===== src/rtl/key_cond_pkg.sv =====
// -----------------------------------------------------------------------------
// key_cond_pkg
// Shared types and elaboration-time helpers for the key conditioner.
//   key_state_t   : per-key FSM state (IDLE, PRESS_DB, HELD, RELEASE_DB)
//   ms_to_cycles  : converts a duration in ms to clock cycles
//   max_int       : larger of two integers
//   cnt_width     : bits needed to hold values 0..max_val (clog2(max_val+1), min 1)
// -----------------------------------------------------------------------------
package key_cond_pkg;

    typedef enum logic [1:0] {
        IDLE       = 2'd0,
        PRESS_DB   = 2'd1,
        HELD       = 2'd2,
        RELEASE_DB = 2'd3
    } key_state_t;

    function automatic int ms_to_cycles(input int clk_hz, input int ms);
        return (clk_hz / 1000) * ms;
    endfunction

    function automatic int max_int(input int a, input int b);
        return (a > b) ? a : b;
    endfunction

    function automatic int cnt_width(input int max_val);
        int w;
        w = 1;
        while (w < 31 && (1 << w) <= max_val) begin
            w = w + 1;
        end
        return w;
    endfunction

endpackage


===== src/rtl/key_debounce_fsm.sv =====
// -----------------------------------------------------------------------------
// key_debounce_fsm
// Conditions one active-low push-button: two-flop synchronizer, debounce FSM,
// hold counter, registered level and single-cycle event strobes.
// Optional feature: define KEY_AUTOREPEAT_EN to re-fire press_o every REP_CYC
// cycles after the long-press strobe while the key stays held.
//
// Ports
//   clk_i      in   clock
//   rst_i      in   synchronous active-high reset
//   key_n_i    in   raw key, active-low, asynchronous
//   level_o    out  debounced level, 1 = pressed
//   press_o    out  1-cycle strobe on accepted press (and repeats)
//   release_o  out  1-cycle strobe on accepted release
//   long_o     out  1-cycle strobe when hold time reaches LONG_CYC
//   state_o    out  current FSM state, for debug visibility
// -----------------------------------------------------------------------------
module key_debounce_fsm
    import key_cond_pkg::*;
#(
    parameter int DEB_CYC  = 4,
    parameter int LONG_CYC = 20,
    parameter int REP_CYC  = 5
) (
    input  logic       clk_i,
    input  logic       rst_i,
    input  logic       key_n_i,
    output logic       level_o,
    output logic       press_o,
    output logic       release_o,
    output logic       long_o,
    output key_state_t state_o
);

    localparam int DEB_W  = cnt_width(DEB_CYC);
    localparam int HOLD_W = cnt_width(max_int(LONG_CYC, REP_CYC));

    localparam logic [DEB_W-1:0]  DEB_LAST  = DEB_W'(DEB_CYC - 1);
    localparam logic [HOLD_W-1:0] LONG_LAST = HOLD_W'(LONG_CYC - 1);
`ifdef KEY_AUTOREPEAT_EN
    localparam logic [HOLD_W-1:0] REP_LAST  = HOLD_W'(REP_CYC - 1);
`else
    localparam logic [HOLD_W-1:0] HOLD_MAX  = '1;
`endif

    // Synchronizer stores the pressed polarity; reset to "released".
    logic sync1_q;
    logic sync2_q;
    logic s;

    key_state_t        state_q, state_d;
    logic [DEB_W-1:0]  deb_q, deb_d;
    logic [HOLD_W-1:0] hold_q, hold_d;
    logic              long_done_q, long_done_d;
    logic              level_q, level_d;
    logic              press_q, press_d;
    logic              release_q, release_d;
    logic              long_q, long_d;

    assign s = sync2_q;

    always_ff @(posedge clk_i) begin
        if (rst_i) begin
            sync1_q     <= 1'b0;
            sync2_q     <= 1'b0;
            state_q     <= IDLE;
            deb_q       <= '0;
            hold_q      <= '0;
            long_done_q <= 1'b0;
            level_q     <= 1'b0;
            press_q     <= 1'b0;
            release_q   <= 1'b0;
            long_q      <= 1'b0;
        end else begin
            sync1_q     <= ~key_n_i;
            sync2_q     <= sync1_q;
            state_q     <= state_d;
            deb_q       <= deb_d;
            hold_q      <= hold_d;
            long_done_q <= long_done_d;
            level_q     <= level_d;
            press_q     <= press_d;
            release_q   <= release_d;
            long_q      <= long_d;
        end
    end

    always_comb begin
        state_d     = state_q;
        deb_d       = deb_q;
        hold_d      = hold_q;
        long_done_d = long_done_q;
        press_d     = 1'b0;
        release_d   = 1'b0;
        long_d      = 1'b0;
        level_d     = 1'b0;

        case (state_q)
            IDLE: begin
                if (s) begin
                    state_d = PRESS_DB;
                    deb_d   = '0;
                end
            end

            PRESS_DB: begin
                if (!s) begin
                    state_d = IDLE;
                    deb_d   = '0;
                end else if (deb_q == DEB_LAST) begin
                    state_d     = HELD;
                    press_d     = 1'b1;
                    hold_d      = '0;
                    long_done_d = 1'b0;
                end else begin
                    deb_d = deb_q + 1'b1;
                end
            end

            HELD: begin
                if (!s) begin
                    // Hold counter freezes for the whole release debounce.
                    state_d = RELEASE_DB;
                    deb_d   = '0;
                end else if (!long_done_q) begin
                    hold_d = hold_q + 1'b1;
                    if (hold_q == LONG_LAST) begin
                        long_d      = 1'b1;
                        long_done_d = 1'b1;
`ifdef KEY_AUTOREPEAT_EN
                        // Counter is reused to time the repeat period.
                        hold_d      = '0;
`endif
                    end
                end else begin
`ifdef KEY_AUTOREPEAT_EN
                    if (hold_q == REP_LAST) begin
                        press_d = 1'b1;
                        hold_d  = '0;
                    end else begin
                        hold_d = hold_q + 1'b1;
                    end
`else
                    if (hold_q != HOLD_MAX) begin
                        hold_d = hold_q + 1'b1;
                    end
`endif
                end
            end

            RELEASE_DB: begin
                if (s) begin
                    state_d = HELD;
                end else if (deb_q == DEB_LAST) begin
                    state_d   = IDLE;
                    release_d = 1'b1;
                    deb_d     = '0;
                end else begin
                    deb_d = deb_q + 1'b1;
                end
            end

            default: begin
                state_d = IDLE;
            end
        endcase

        level_d = (state_d == HELD) || (state_d == RELEASE_DB);
    end

    assign level_o   = level_q;
    assign press_o   = press_q;
    assign release_o = release_q;
    assign long_o    = long_q;
    assign state_o   = state_q;

endmodule


===== src/rtl/key_conditioner.sv =====
// -----------------------------------------------------------------------------
// key_conditioner
// Synchronizes and debounces NKEYS active-low push-buttons, producing a clean
// pressed level and single-cycle press / release / long-press strobes.
// Keys are processed fully independently by one key_debounce_fsm each.
// Optional feature: define KEY_AUTOREPEAT_EN for press auto-repeat after a
// long press (period REPEAT_MS).
//
// Ports
//   clk            in   clock
//   rst            in   synchronous active-high reset
//   key            in   [NKEYS] raw buttons, active-low, asynchronous
//   key_level      out  [NKEYS] debounced level, 1 = pressed
//   press_pulse    out  [NKEYS] strobe on accepted press (and repeats)
//   release_pulse  out  [NKEYS] strobe on accepted release
//   long_pulse     out  [NKEYS] strobe when hold time reaches LONG_MS
// -----------------------------------------------------------------------------
module key_conditioner
    import key_cond_pkg::*;
#(
    parameter int CLK_HZ      = 50_000_000,
    parameter int NKEYS       = 2,
    parameter int DEBOUNCE_MS = 20,
    parameter int LONG_MS     = 1000,
    parameter int REPEAT_MS   = 200
) (
    input  logic             clk,
    input  logic             rst,
    input  logic [NKEYS-1:0] key,
    output logic [NKEYS-1:0] key_level,
    output logic [NKEYS-1:0] press_pulse,
    output logic [NKEYS-1:0] release_pulse,
    output logic [NKEYS-1:0] long_pulse
);

    localparam int DEB_CYC  = ms_to_cycles(CLK_HZ, DEBOUNCE_MS);
    localparam int LONG_CYC = ms_to_cycles(CLK_HZ, LONG_MS);
    localparam int REP_CYC  = ms_to_cycles(CLK_HZ, REPEAT_MS);

    // Per-key FSM state, kept visible for debug probes.
    key_state_t key_state_unused [NKEYS];

    for (genvar i = 0; i < NKEYS; i++) begin : g_key
        key_debounce_fsm #(
            .DEB_CYC  (DEB_CYC),
            .LONG_CYC (LONG_CYC),
            .REP_CYC  (REP_CYC)
        ) u_key (
            .clk_i     (clk),
            .rst_i     (rst),
            .key_n_i   (key[i]),
            .level_o   (key_level[i]),
            .press_o   (press_pulse[i]),
            .release_o (release_pulse[i]),
            .long_o    (long_pulse[i]),
            .state_o   (key_state_unused[i])
        );
    end

endmodule

===== config.mk =====
export PLATFORM = sky130hd
export DESIGN_NAME = key_conditioner
export DESIGN_NICKNAME = d
export VERILOG_FILES = /design/src/rtl/key_cond_pkg.sv /design/src/rtl/key_debounce_fsm.sv /design/src/rtl/key_conditioner.sv
export SDC_FILE = /design/constraint.sdc
export NUM_CORES = 1
export LEC_CHECK = 0
export BUFFER_PORTS_ARGS = -buffer_cell sky130_fd_sc_hd__buf_4
export CAP_MARGIN = 20
export CORE_ASPECT_RATIO = 1.25
export CORE_MARGIN = 10
export CORE_UTILIZATION = 30
export DETAILED_ROUTE_END_ITERATION = 8
export GPL_TIMING_DRIVEN = 0
export PLACE_DENSITY = 0.56
export RECOVER_POWER = 100
export SLEW_MARGIN = 25
export SYNTH_ARGS = -nofsm -noshare
export SYNTH_HDL_FRONTEND = slang
export SYNTH_SLANG_ARGS = --single-unit

===== constraint.sdc =====
create_clock -name clk -period 2.5 [get_ports clk]
set_input_delay 0.625 -clock clk [delete_from_list [all_inputs] [get_ports clk]]
set_output_delay 0.625 -clock clk [all_outputs]
set_load 0.02 [all_outputs]

==> results.md <==
* Placed cell count at around 1000
* CTS clk-pin slew, worst paths at roughly 0.070 ns
* Most frequent cells in the layout: 106 x dfxtp_1, 69 x a21oi_1, 46 x or4_1
* Initial Util at 0.3049
* DR iter-0 viols at a little over 500
* Worst-path cell chain: or4bb_4, nor4_4, a41oi_4, buf_6, or4_1, a21oi_1
* Hold_sp: key[0]
* Area contributors post-synth: dfxtp_1 37%, or4_1 7.1%, o31ai_1 6.7%
* Reg with most FFs: g_key.u_key.hold_q
* Syn Nets at roughly 730
* P&R area growth vs syn at 19.67%
* DRT antenna net count at 0
* Number of diodes at 0
* Routed len/inst at 15.60 um
* RePlAce Congestion at just over 0.8
* Filler cells at 2002
* Worst flop-to-flop path startpoint: g_key[0].u_key.deb_q[14]
* Hold_buf cts at 0
* Initial antenna violation count at 0
* Synthesized instance count at 710
* CP bufs+invs at 1
* Fin area at between 0.007 and 0.008 sq mm
* Syn Area/Cell at 8.360 sq um
* Rel. slew slack at 0.5741
* Cell variety after synth at 59
* Worst setup margin at -0.002652 ns
* Startpoint types: register
* TritonCTS Buffers at 9
* Root buffer selected by CTS: clkbuf_16
* Port bufs at 10
* Fin nets at around 760
* Largest net degree at the start of global routing at 17
* Violated checks: negative setup slack
* Compound-Gate Fraction of Synth Area at 0.2171
* WHS at 0.4074 ns
* Congestion Overflow GR at 0
* Worst R2R End: g_key[0].u_key.hold_q[15]
* Pins over their slew limit at 0
* Worst hold path type: in -> reg
* Share of layout cells above drive strength 1 at 0.1718
* Row count at 57
* Horiz. Die Dim at around 150 um
* Ys Warns at 0
* FMAX at between 300 and 400 MHz
* Reg2reg setup slack at -0.003 ns
* Io pins at 12
* Status: complete, but fails checks
* Synth Area in Simple Gates at 0.3111
* Max cap viols at 0
* Critical path capture point type: register
* Post-synth EDFFs at 0
* WP data arrival at 2.79 ns
* Yosys reg bits at 110
* Total clock sinks at 110
* First-pass GRT wire length at roughly 26000 um
* Final setup fails at 1
* CP required at roughly 2.8 ns
* Async SR Flop Fraction at 0
* Final wirelength at around 16000 um
* GRT Util Overall at 0.1180
* Pre-antenna DRT Iters at 5
* Via-to-Cell Ratio at around 5.6
* Largest family of logic cells by synthesized area: simple AND/OR/NAND/NOR gates
* Hold Vio Cnt, Final at 0
* DRC violation count after routing at 0
* CP peak stage delay at roughly 0.55 ns
* Top_reg_cell synth: dfxtp_1
* Worst slew pin tran at roughly 0.64 ns
* Post-Route Utilization at 0.3648
* Leak Pwr at between 2 and 2.5 nW
* Worst Skew at approximately 0.0078 ns
* CTS tree: yes
* Worst-Skew Late Latency at 0.36 ns
* Via Count at 5659
* DP HPWL at ~11000 um
* Mapped cell area at between 0.005 and 0.006 sq mm
* Synth Area in Adders at 0.02530
* Chip height at around 180 um
* Max FFs per register at 52
* Mux share of post-synthesis cell area at 0.005059
* Unrepaired setup endpoints after global routing: yes
* Vias in the first global route at between 5000 and 6000
* Hold Path Sink: g_key[0].u_key.sync1_q
* Crit path kind: reg -> reg
* Hold path cells at 2
* H-Tree Level Count at 3
* Maximum VDD drop at about 0.36 mV
* Worst r2r path cells at 6
* Share of the synthesized area in the top cell type at 0.3710
* CP max FO at 6
* Power Density at around 630 mW/mm^2
* Most common cell after layout, fill and taps aside: dfxtp_1
* Placement Cell Area at around 0.0063 sq mm
* Sequential area share after synthesis at 0.3710
* XOR/XNOR Fraction of Synth Area at 0.02213
* Min cycle time layout at roughly 2.5 ns
* Critical path's slowest cell: or4bb_4
* Finished Layout Cells at 1010
* Core Box Area at just under 0.02 sq mm
* Clock buffer depth at 2
* Die area at ~0.026 sq mm
* Final worst-path cycle share at 1.001
* Leading area contributor after synthesis: dfxtp_1
* Pwr Total at between 0.004 and 0.005 W
* Top delay family on crit path: simple AND/OR/NAND/NOR gates
-- report_power, final --
group	internal [W]	switching, W
clock network	0.000797	0.000668
logic	0.000439	0.000724
registers	0.00178	0.0000317
-- final cells by class --
type                            count  area, sq um  share of cell area
Tap cell                          265        331.6             0.04668
Clock inverter                      3        46.29            0.006518
Buffer                             45        285.3             0.04016
Timing Repair Buffer               23        153.9             0.02167
Inverter                           16        60.06            0.008455
Sequential cell                   110         2210              0.3111
Clock buffer                       11        242.7             0.03417
Multi-Input combinational cell    537         3774              0.5313
-- cell usage after synthesis (10+ instances only) --
cell	count
nand2_1	38
nor4_1	10
nor2_1	46
o31ai_1	53
buf_2	10
or3_1	11
and4_1	18
a31oi_1	10
clkbuf_1	26
xnor2_1	10
o21ai_0	22
nand3_1	34
inv_1	16
and3_1	11
dfxtp_1	110
or4_1	56
a21oi_1	77
nand4_1	28
ha_1	12
-- metal layers --
layer | vias to the layer above | routed length, um | track usage
li1 | 2823 | - | -
met1 | 2683 | 7075 | 0.1422
met2 | 125 | 7882 | 0.2065
met3 | 28 | 458 | 0.01484
met4 | 0 | 340 | 0.05105
met5 | - | 0 | 0
-- cells by family (layout without fill, tap and decap cells) --
kind of cell | after synthesis | count (layout)
adders and majority gates | 12 | 12
muxes | 3 | 3
xor gates and xnor gates | 15 | 15
AOI/OAI and AO/OA | 202 | 202
buffers and inverters | 63 | 98
DFF | 110 | 110
and+or+nand+nor | 305 | 305
-- worst max-delay path by stage --
stage | to | startpoint | cells past startpoint
2_1_floorplan | g_key[0].u_key.deb_q[11] | g_key[0].u_key.state_o[0] | 8
3_3_place_gp | g_key[1].u_key.hold_q[1] | g_key[1].u_key.state_o[0] | 10
3_5_place_dp | g_key[1].u_key.hold_q[17] | g_key[1].u_key.state_o[0] | 10
4_1_cts | g_key[0].u_key.deb_q[11] | g_key[0].u_key.state_o[0] | 8
5_1_grt | g_key[0].u_key.hold_q[15] | g_key[0].u_key.deb_q[14] | 6
6_report | g_key[0].u_key.hold_q[15] | g_key[0].u_key.deb_q[14] | 6
-- per-stage QoR --
stage / setup TNS [ns] / setup WS (ns)
after floorplan: 0 / 0.02770
after global placement: -27.18 / -0.6626
after detailed placement: -26.83 / -0.6381
after CTS: 0 / 0.002651
after global routing: -0.3039 / -0.06753
final: -0.002652 / -0.002652
-- repair_timing --
item | 4_1_cts | 5_1_grt
endpoints found under the setup margin | 92 | 82
gates cloned | 0 | 2
resized for setup | 34 | 83
buffers inserted | 6 | 5
pin swaps | 6 | 46
-- worst reg2reg max path: cells and delay by family (launching register included) --
family          cells  cell delay (ns)
simple gates        3             1.43
flops               1             0.35
compound gates      2             0.42
buf+inv             1             0.22
No activity file was read; power rests on OpenSTA's default activity.
